### src/rtl/vga_pkg.sv
`default_nettype none
// +----------------------------------------------------------------------+
// | vga_pkg                                                              |
// | Shared widths, screen geometry and arbiter state type for the VGA    |
// | draw path.                                                           |
// | Revision: 1.0                                                        |
// +----------------------------------------------------------------------+
package vga_pkg;

  localparam int X_W_DEF           = 8;
  localparam int Y_W_DEF           = 7;
  localparam int C_W_DEF           = 3;
  localparam int SCREEN_W          = 160;
  localparam int SCREEN_H          = 120;
  localparam int TRANSP_COLOUR_DEF = 0;

  typedef enum logic [0:0] {
    IDLE  = 1'b0,
    BURST = 1'b1
  } arb_state_t;

endpackage
`default_nettype wire

### src/rtl/rr_picker.sv
`default_nettype none
// +----------------------------------------------------------------------+
// | rr_picker                                                            |
// | Combinational rotating-priority picker: first set request at or      |
// | after the pointer, wrapping. Pointer tied to 0 gives fixed priority. |
// | Revision: 1.0                                                        |
// +----------------------------------------------------------------------+
module rr_picker
  import vga_pkg::*;
#(
  parameter int N     = 2,
  parameter int PTR_W = $clog2(N)
) (
  input  logic [N-1:0]     i_req,
  input  logic [PTR_W-1:0] i_ptr,
  output logic [N-1:0]     o_grant_oh,
  output logic [PTR_W-1:0] o_grant_idx
);

  logic w_found;

  // Scan indices >= pointer first, then wrap to indices below the pointer.
  always_comb begin
    o_grant_oh  = '0;
    o_grant_idx = '0;
    w_found     = 1'b0;
    for (int j = 0; j < N; j++) begin
      if (!w_found && i_req[j] && (j >= int'(i_ptr))) begin
        w_found       = 1'b1;
        o_grant_oh[j] = 1'b1;
        o_grant_idx   = PTR_W'(j);
      end
    end
    for (int j = 0; j < N; j++) begin
      if (!w_found && i_req[j] && (j < int'(i_ptr))) begin
        w_found       = 1'b1;
        o_grant_oh[j] = 1'b1;
        o_grant_idx   = PTR_W'(j);
      end
    end
  end

endmodule
`default_nettype wire

### src/rtl/vga_draw_arbiter.sv
`default_nettype none
// +----------------------------------------------------------------------+
// | vga_draw_arbiter                                                     |
// | N-channel valid/ready pixel arbiter with atomic bursts, fixed or     |
// | round-robin priority, transparent-colour drop and a registered,      |
// | backpressured output stage feeding the VGA adapter.                  |
// | Revision: 1.0                                                        |
// +----------------------------------------------------------------------+
module vga_draw_arbiter
  import vga_pkg::*;
#(
  parameter int N_CH          = 2,
  parameter int X_W           = X_W_DEF,
  parameter int Y_W           = Y_W_DEF,
  parameter int C_W           = C_W_DEF,
  parameter int RR_EN         = 1,
  parameter int TRANSP_EN     = 0,
  parameter int TRANSP_COLOUR = TRANSP_COLOUR_DEF
) (
  input  logic                      clock,
  input  logic                      resetn,
  input  logic [N_CH-1:0]           in_valid,
  output logic [N_CH-1:0]           in_ready,
  input  logic [N_CH-1:0]           in_last,
  input  logic [N_CH*X_W-1:0]       in_x,
  input  logic [N_CH*Y_W-1:0]       in_y,
  input  logic [N_CH*C_W-1:0]       in_colour,
  output logic [X_W-1:0]            out_x,
  output logic [Y_W-1:0]            out_y,
  output logic [C_W-1:0]            out_colour,
  output logic                      out_plot,
  input  logic                      out_ready,
  output logic [$clog2(N_CH)-1:0]   out_chan,
  output logic                      busy
);

  localparam int CH_W = $clog2(N_CH);

  arb_state_t      r_state;
  arb_state_t      w_state_nxt;
  logic [CH_W-1:0] r_lock;
  logic [CH_W-1:0] w_pick_ptr;
  logic [N_CH-1:0] w_pick_oh;
  logic [CH_W-1:0] w_pick_idx;
  logic [CH_W-1:0] w_sel_idx;
  logic            w_slot_free;
  logic            w_acc;
  logic            w_load;
  logic            w_transp;
  logic [X_W-1:0]  w_x;
  logic [Y_W-1:0]  w_y;
  logic [C_W-1:0]  w_col;
  logic            w_last;

  logic [X_W-1:0]  r_x;
  logic [Y_W-1:0]  r_y;
  logic [C_W-1:0]  r_col;
  logic [CH_W-1:0] r_chan;
  logic            r_plot;

  // The output register can take a new pixel when empty or being drained.
  assign w_slot_free = !r_plot || out_ready;
  assign w_sel_idx   = (r_state == BURST) ? r_lock : w_pick_idx;
  assign w_acc       = |(in_valid & in_ready);
  assign w_transp    = (TRANSP_EN != 0) && (w_col == C_W'(TRANSP_COLOUR));
  assign w_load      = w_acc && !w_transp;

  rr_picker #(
    .N     (N_CH),
    .PTR_W (CH_W)
  ) u_picker (
    .i_req       (in_valid),
    .i_ptr       (w_pick_ptr),
    .o_grant_oh  (w_pick_oh),
    .o_grant_idx (w_pick_idx)
  );

  // Round-robin pointer advances past the granted channel on each burst end;
  // fixed priority simply scans from channel 0.
  generate
    if (RR_EN != 0) begin : g_rr
      logic [CH_W-1:0] r_ptr;
      // Pointer update on the final beat of a burst.
      always_ff @(posedge clock or negedge resetn) begin
        if (!resetn) begin
          r_ptr <= '0;
        end else if (w_acc && w_last) begin
          r_ptr <= (w_sel_idx == CH_W'(N_CH - 1)) ? '0 : w_sel_idx + CH_W'(1);
        end
      end
      assign w_pick_ptr = r_ptr;
    end else begin : g_fixed
      assign w_pick_ptr = '0;
    end
  endgenerate

  // Steer the selected channel's beat onto the internal data bus.
  always_comb begin
    w_x    = '0;
    w_y    = '0;
    w_col  = '0;
    w_last = 1'b0;
    for (int i = 0; i < N_CH; i++) begin
      if (w_sel_idx == CH_W'(i)) begin
        w_x    = in_x[i*X_W +: X_W];
        w_y    = in_y[i*Y_W +: Y_W];
        w_col  = in_colour[i*C_W +: C_W];
        w_last = in_last[i];
      end
    end
  end

  // State register.
  always_ff @(posedge clock or negedge resetn) begin
    if (!resetn) begin
      r_state <= IDLE;
    end else begin
      r_state <= w_state_nxt;
    end
  end

  // Next state: enter BURST on a non-final beat, leave on the final beat.
  always_comb begin
    w_state_nxt = r_state;
    case (r_state)
      IDLE:    if (w_acc && !w_last) w_state_nxt = BURST;
      BURST:   if (w_acc && w_last)  w_state_nxt = IDLE;
      default: w_state_nxt = IDLE;
    endcase
  end

  // Ready outputs: picker grant in IDLE, locked channel only in BURST;
  // forced low while reset is asserted.
  always_comb begin
    in_ready = '0;
    if (resetn && w_slot_free) begin
      if (r_state == BURST) begin
        for (int i = 0; i < N_CH; i++) begin
          in_ready[i] = (r_lock == CH_W'(i));
        end
      end else begin
        in_ready = w_pick_oh;
      end
    end
  end

  // Remember which channel owns the burst; any accepted beat refreshes it.
  always_ff @(posedge clock or negedge resetn) begin
    if (!resetn) begin
      r_lock <= '0;
    end else if (w_acc) begin
      r_lock <= w_sel_idx;
    end
  end

  // Output pixel register: load on visible accept, drop strobe when drained.
  always_ff @(posedge clock or negedge resetn) begin
    if (!resetn) begin
      r_x    <= '0;
      r_y    <= '0;
      r_col  <= '0;
      r_chan <= '0;
      r_plot <= 1'b0;
    end else if (w_load) begin
      r_x    <= w_x;
      r_y    <= w_y;
      r_col  <= w_col;
      r_chan <= w_sel_idx;
      r_plot <= 1'b1;
    end else if (out_ready) begin
      r_plot <= 1'b0;
    end
  end

  assign out_x      = r_x;
  assign out_y      = r_y;
  assign out_colour = r_col;
  assign out_chan   = r_chan;
  assign out_plot   = r_plot;
  assign busy       = (r_state == BURST);

endmodule
`default_nettype wire

### config.mk
export PLATFORM = sky130hd
export DESIGN_NAME = vga_draw_arbiter
export DESIGN_NICKNAME = d
export VERILOG_FILES = /design/src/rtl/vga_pkg.sv /design/src/rtl/rr_picker.sv /design/src/rtl/vga_draw_arbiter.sv
export SDC_FILE = /design/constraint.sdc
export NUM_CORES = 1
export LEC_CHECK = 0
export CAP_MARGIN = 20
export CORE_MARGIN = 8
export CORE_UTILIZATION = 33
export CTS_CLUSTER_DIAMETER = 40
export DETAILED_ROUTE_END_ITERATION = 10
export PLACE_DENSITY = 0.75
export SLEW_MARGIN = 15
export SYNTH_ARGS = -nofsm -noshare
export SYNTH_HDL_FRONTEND = slang
export SYNTH_SLANG_ARGS = --single-unit
### constraint.sdc
create_clock -name clock -period 1.58 [get_ports clock]
set_clock_uncertainty 0.2 [all_clocks]
set_input_delay 0.316 -clock clock [delete_from_list [all_inputs] [get_ports clock]]
set_output_delay 0.316 -clock clock [all_outputs]
set_load 0.01 [all_outputs]
==> metrics.md, run 1 <==
| Metric | Value |
|---|---|
| FMAX | 0.532 GHz |
| Aggregate global-route resource usage | 0.153 |
| Slew Viols, Final | 0 |
| DR WL met2 | 2420 um |
| R2r setup slk | -260 ps |
| Mapped cell area | 0.00110 mm2 |
| TNS Setup | -4800 ps |
| Largest net degree at the start of global routing | 28 |
| Layout area overhead | 105% |
| I/O pin total | 66 |
| Tcrit/Tclk final | 1.19 |
| Min-Delay Path Class | in2async |
| Commonest non-fill, non-tap cells in the layout | clkdlybuf4s50_1, dfrtp_1, nand2_1 |
| GR Overflow Total | 0 |
| Layout cells sized above 1 | 0.265 |
| RSZ-0062 raised after global routing | yes |
| Critical setup path kind | reg2out |
| Crit start category | register |
| Initial antenna violation count | 0 |
| WP data required | 1060 ps |
| LEAKAGE | 1.05 nW |
| Clock latency at the later pin of the worst-skew pair | 320 ps |
| Worst Path Max Fanout | 4 |
| DP Area | 0.00188 mm2 |
| CTS H-tree lvls | 1 |
| Net Count, Synth | 152 |
| Design area | 0.00226 mm2 |
| Die Y | 73.8 um |
| Power per cell area | 1730 mW/mm2 |
| Total number of vias | 1233 |
| Final Hold Viols | 0 |
| Post-synthesis register bit count | 22 |
| Rows | 21 |
| Vias per cell | 5.01 |
| Port bufs | 65 |
| First drt pass iteration count | 5 |
| HPWL after DPL | 2840 um |
| M1 wire length | 1750 um |
| Top sig layer | met4 |
| Peak VDD IR | 0.668 mV |
| DIE WIDTH | 73.8 um |
| Syn Inst Count | 109 |
| Num CTS Buffers | 3 |
| Max-cap violations | 0 |
| Worst-path clk slew | 140 ps |
| Relative slew slack | 0.674 |
| ANT nets after route | 0 |
| Remaining DRCs | 0 |
| Final setup margin | -300 ps |
| Synth warn | 0 |
| Total Routed Length | 4630 um |
| Core area | 0.00326 mm2 |
| CTS sink count | 22 |
| Tmin final | 1880 ps |
| Crit path arrival time | 1360 ps |
| Slew @ Worst Pin | 487 ps |
| Failing checks | setup timing |
| Starting DRT DRC Count | 55 |
| Final setup fails | 24 |
| Die Area | 0.00544 mm2 |
| Routability cong. | 0.797 |
| First-pass GRT wire length | 6310 um |
| Sequential area share after synthesis | 0.500 |
| N_diodes | 0 |
| Leading cell type in the layout, fill and taps excluded | clkdlybuf4s50_1 |
| WL/cell | 18.8 um |
| Clock buffer depth | 2 |
| Vias in the first global route | 1233 |
| Distinct cell type count after synthesis | 20 |
| Root Driver | clkbuf_4 |
| TritonCTS clock tree | yes |
| Initial Util | 0.338 |
| NumNets Final | 244 |
| Status | finished with violations |
| Hold_ws | 132 ps |
| Mean area per synthesized cell | 10.1 um2 |
| Met3 routed wirelength | 398 um |
| Crit. End Element | primary output |
[synth_stat cells]
master     count  area (um2)
buf_4          2        15.0
a41oi_1        1        8.76
a31oi_1        2        12.5
clkbuf_2       1        5.00
a21boi_0       1        7.51
inv_1          3        11.3
nand2b_1       2        12.5
nor2b_1        2        12.5
or3b_1         1        8.76
nor2_1         4        15.0
o2bb2a_4       1        20.0
o21ai_2        1        8.76
buf_6          1        11.3
nand2_1       23        86.3
o21ai_1        5        25.0
o21ai_0       15        75.1
mux2i_1       19         190
o2111ai_2      1        15.0
buf_2          2        10.0
dfrtp_1       22         551
[cells by family (layout without fill, tap and decap cells)]
| kind of cell | count (synthesis) | after routing | synth area share |
|---|---|---|---|
| and+or+nand+nor | 32 | 32 | 0.123 |
| AOI/OAI and AO/OA | 27 | 27 | 0.157 |
| DFF | 22 | 22 | 0.500 |
| buffers and inverters | 9 | 100 | 0.0477 |
| muxes | 19 | 19 | 0.173 |
[metrics by stage]
step | setup WS, ps | total power [W] | util | instances
floorplan | -34.3 | 0.00187 | - | 109
global placement | -650 | 0.00272 | 0.578 | 225
detailed placement | -694 | 0.00279 | 0.578 | 225
CTS | -250 | 0.00359 | 0.665 | 240
global route | -362 | 0.00412 | 0.694 | 246
finish | -300 | 0.00392 | 0.694 | 246
[routing by layer]
layer  vias to the layer above  global-route usage
li1                        563                   -
met1                       595               0.165
met2                        69               0.278
met3                         6              0.0518
met4                         0              0.0377
met5                         -                   0
[report_power, final]
part | switching (W) | internal (W) | leakage (nW) | total [W]
combinational | 0.00105 | 0.00140 | 0.748 | 0.00245
sequential | 0.000185 | 0.000840 | 0.269 | 0.00103
clock | 0.000189 | 0.000257 | 0.0279 | 0.000446
total | 0.00142 | 0.00250 | 1.05 | 0.00392
[critical path, cell delays in order (launching register included)]
cell and delay (ps):
dfrtp_2 460, nand2b_4 150, o21ai_4 140, nor2b_4 180
buf_6 110
[cell type report]
cell class / instances / area [um2]
clock inverter: 1 / 30.0
clock buffer: 3 / 22.5
sequential: 22 / 553
multi-input combinational: 78 / 589
fill: 239 / 996
tap: 46 / 57.6
timing repair buffer: 93 / 998
inverter: 3 / 11.3
[final timing paths]
check                                                  end  cells after the start        start
worst min-delay path                              out_y[3]                      2       resetn
min in group clock                                out_chan                      3  in_valid[0]
worst min register to register                    out_y[4]                      2     out_y[4]
worst max register to register               out_colour[1]                      7     register
max in group asynchronous       asynchronous set/reset pin                      3       resetn
worst max-delay path                           in_ready[1]                      4     register
[timing repair]
item,in CTS,in global routing
resized for setup,73,17
setup endpoints to repair,44,31
hold endpoints to repair,10,0
hold buffers,1,0
buffers inserted,7,6
cloned,4,1
pin swaps,3,1
[state kept, by name, summed over array words and instances, names as in the netlist, named ones only]
| signal | flops |
|---|---|
| out_x | 8 |
| g_rr.r_ptr | 1 |
| out_chan | 1 |
| out_y | 7 |
| out_plot | 1 |
| out_colour | 3 |
No activity file was read; power rests on OpenSTA's default activity.
==> run 2: changes to the inputs <==
--- a/config.mk
+++ b/config.mk
@@ -7,10 +7,11 @@
 export LEC_CHECK = 0
 export CAP_MARGIN = 20
 export CORE_MARGIN = 8
-export CORE_UTILIZATION = 33
+export CORE_UTILIZATION = 39
+export CTS_BUF_LIST = sky130_fd_sc_hd__clkbuf_8 sky130_fd_sc_hd__clkbuf_16
 export CTS_CLUSTER_DIAMETER = 40
 export DETAILED_ROUTE_END_ITERATION = 10
-export PLACE_DENSITY = 0.75
+export PLACE_DENSITY = 0.83
 export SLEW_MARGIN = 15
 export SYNTH_ARGS = -nofsm -noshare
 export SYNTH_HDL_FRONTEND = slang
==> constraint.sdc (replaced) <==
create_clock -name clock -period 2.2 [get_ports clock]
set_clock_uncertainty 0.2 [all_clocks]
set_input_delay 0.44 -clock clock [delete_from_list [all_inputs] [get_ports clock]]
set_output_delay 0.44 -clock clock [all_outputs]
set_load 0.01 [all_outputs]
==> run 2 against run 1 <==
Against the previous run: the flow now finishes without violations; utilization shrank 0.78 points; largest power group unchanged; critical path type is now in2out; combinational power shrank 51%; setup slack gained 360 ps; register-to-register slack gained 730 ps; sequential cell count is the same; cell area shrank 18%; non-clock buffer count shrank 20.
==> metrics.md, run 2 (synthesis gave the netlist of run 1 again) <==
| Metric | Value |
|---|---|
| Status | finished, final reports clean |
| Aggregate global-route resource usage | 0.134 |
| Vias per cell | 4.93 |
| Final core occ | 0.687 |
| Layout area overhead | 69.0% |
| I/O pin total | 66 |
| Hold_ws | 281 ps |
| Design Power | 0.00215 W |
| Rows | 19 |
| Core area | 0.00271 mm2 |
| Total number of vias | 1035 |
| Final setup fails | 0 |
| DIE WIDTH | 69.1 um |
| CTS sink count | 22 |
| Comb pwr share | 0.555 |
| FMAX | 0.467 GHz |
| Remaining DRCs | 0 |
| Sw frac | 0.350 |
| Seq pwr share | 0.335 |
| Worst-path clk slew | 70 ps |
| Tmin final | 2140 ps |
| ANT nets after route | 0 |
| Commonest non-fill, non-tap cells in the layout | clkdlybuf4s50_1, nand2_1, dfrtp_1 |
| First-pass GRT wire length | 5400 um |
| Clock latency at the later pin of the worst-skew pair | 250 ps |
| Slew @ Worst Pin | 377 ps |
| Tcrit/Tclk final | 0.974 |
| Crit start category | primary input |
| Starting DRT DRC Count | 50 |
| NumNets Final | 224 |
| Die Area | 0.00478 mm2 |
| First drt pass iteration count | 4 |
| Die Y | 69.1 um |
| Vias in the first global route | 1131 |
| Max-cap violations | 0 |
| Final Hold Viols | 0 |
| Crit path arrival time | 1500 ps |
| HPWL after DPL | 2660 um |
| Min-Delay Path Class | reg2reg |
| GR Overflow Total | 0 |
| WP data required | 1560 ps |
| Max reg flops | 8 |
| Num CTS Buffers | 3 |
| Port bufs | 65 |
| Total Routed Length | 3230 um |
| CTS H-tree lvls | 1 |
| WL/cell | 15.4 um |
| Relative slew slack | 0.749 |
| P_int | 0.00140 W |
| Crit. End Element | primary output |
| Critical setup path kind | in2out |
| Leading cell type in the layout, fill and taps excluded | clkdlybuf4s50_1 |
| Largest net degree at the start of global routing | 25 |
| LEAKAGE | 0.813 nW |
| Power per cell area | 1160 mW/mm2 |
| Routability cong. | 0.725 |
| RSZ-0062 raised after global routing | no |
| Clock power frac | 0.110 |
| Peak VDD IR | 0.801 mV |
| Slew Viols, Final | 0 |
| TritonCTS clock tree | yes |
| Clock buffer depth | 2 |
| Initial antenna violation count | 0 |
| Initial Util | 0.406 |
| Post-CTS Setup Inserts | 0 |
| Root Driver | clkbuf_8 |
| Layout cells sized above 1 | 0.0950 |
| N_diodes | 0 |
| Worst Path Max Fanout | 2 |
| Sw power | 0.000753 W |
[run 2: cell count changes in the layout (fill, tap and decap cells not counted), moves of 3 or more]
cell	delta
clkbuf_4	-3
o21ai_0	+12
clkbuf_8	+3
clkdlybuf4s50_1	+23
nand2_1	+4
nand2_2	-3
buf_6	-7
buf_12	-4
o21ai_1	-11
buf_4	-6
clkdlybuf4s15_1	-5
dlygate4sd2_1	-16
[run 2: path summary, 6_finish.rpt]
path / from / end / slack [ps] / cells past startpoint
max: in_valid[1] / in_ready[1] / 60 / 5
min: out_y[5] / out_y[5] / 280 / 2
max reg2reg: register / g_rr.r_ptr / 470 / 5
min reg2reg: out_y[5] / out_y[5] / 280 / 2
max in group asynchronous: resetn / out_y[1] / 1160 / 2
min in group asynchronous: resetn / out_y[6] / 400 / 2
[run 2: worst max-delay path: stages]
cell and delay (ps):
clkdlybuf4s50_1 480, nand2b_1 80, o21ai_2 140, nor2b_1 130, clkdlybuf4s15_2 230
[run 2: per-layer routing]
layer | track usage | routed length [um]
met3 | 0.0343 | 140
met5 | 0 | 0
met2 | 0.257 | 1840
met1 | 0.135 | 1200
met4 | 0.0410 | 45
[run 2: power groups by stage]
stage / Clock [W] / Combinational [W] / Sequential (W)
after CTS: 0.000244 / 0.00121 / 0.000720
after global placement: 0 / 0.00119 / 0.000716
after global routing: 0.000263 / 0.00129 / 0.000750
after floorplan: 0 / 0.000495 / 0.000817
final: 0.000236 / 0.00119 / 0.000721
after detailed placement: 0 / 0.00122 / 0.000721
[run 2: timing repair]
action                     CTS  global route
resized for setup            9             0
setup endpoints to repair    2             0
hold endpoints to repair     0             0
hold buffers                 0             0
[run 2: area by class of cell]
cell class | instances | area [um2]
clock buffer | 3 | 41.3
fill | 219 | 850
timing repair buffer | 73 | 718
multi-input combinational | 78 | 500
sequential | 22 | 551
inverter | 3 | 11.3
tap | 31 | 38.8
[run 2: through the flow]
step | instances | worst slack, ps | setup TNS, ps | cell area, um2
2_1_floorplan | 109 | 315 | 0 | 1100
3_3_place_gp | 207 | -278 | -1350 | 1820
3_5_place_dp | 207 | -326 | -1770 | 1820
4_1_cts | 210 | 49.4 | 0 | 1860
5_1_grt | 210 | 9.00 | 0 | 1860
6_report | 210 | 58.2 | 0 | 1860
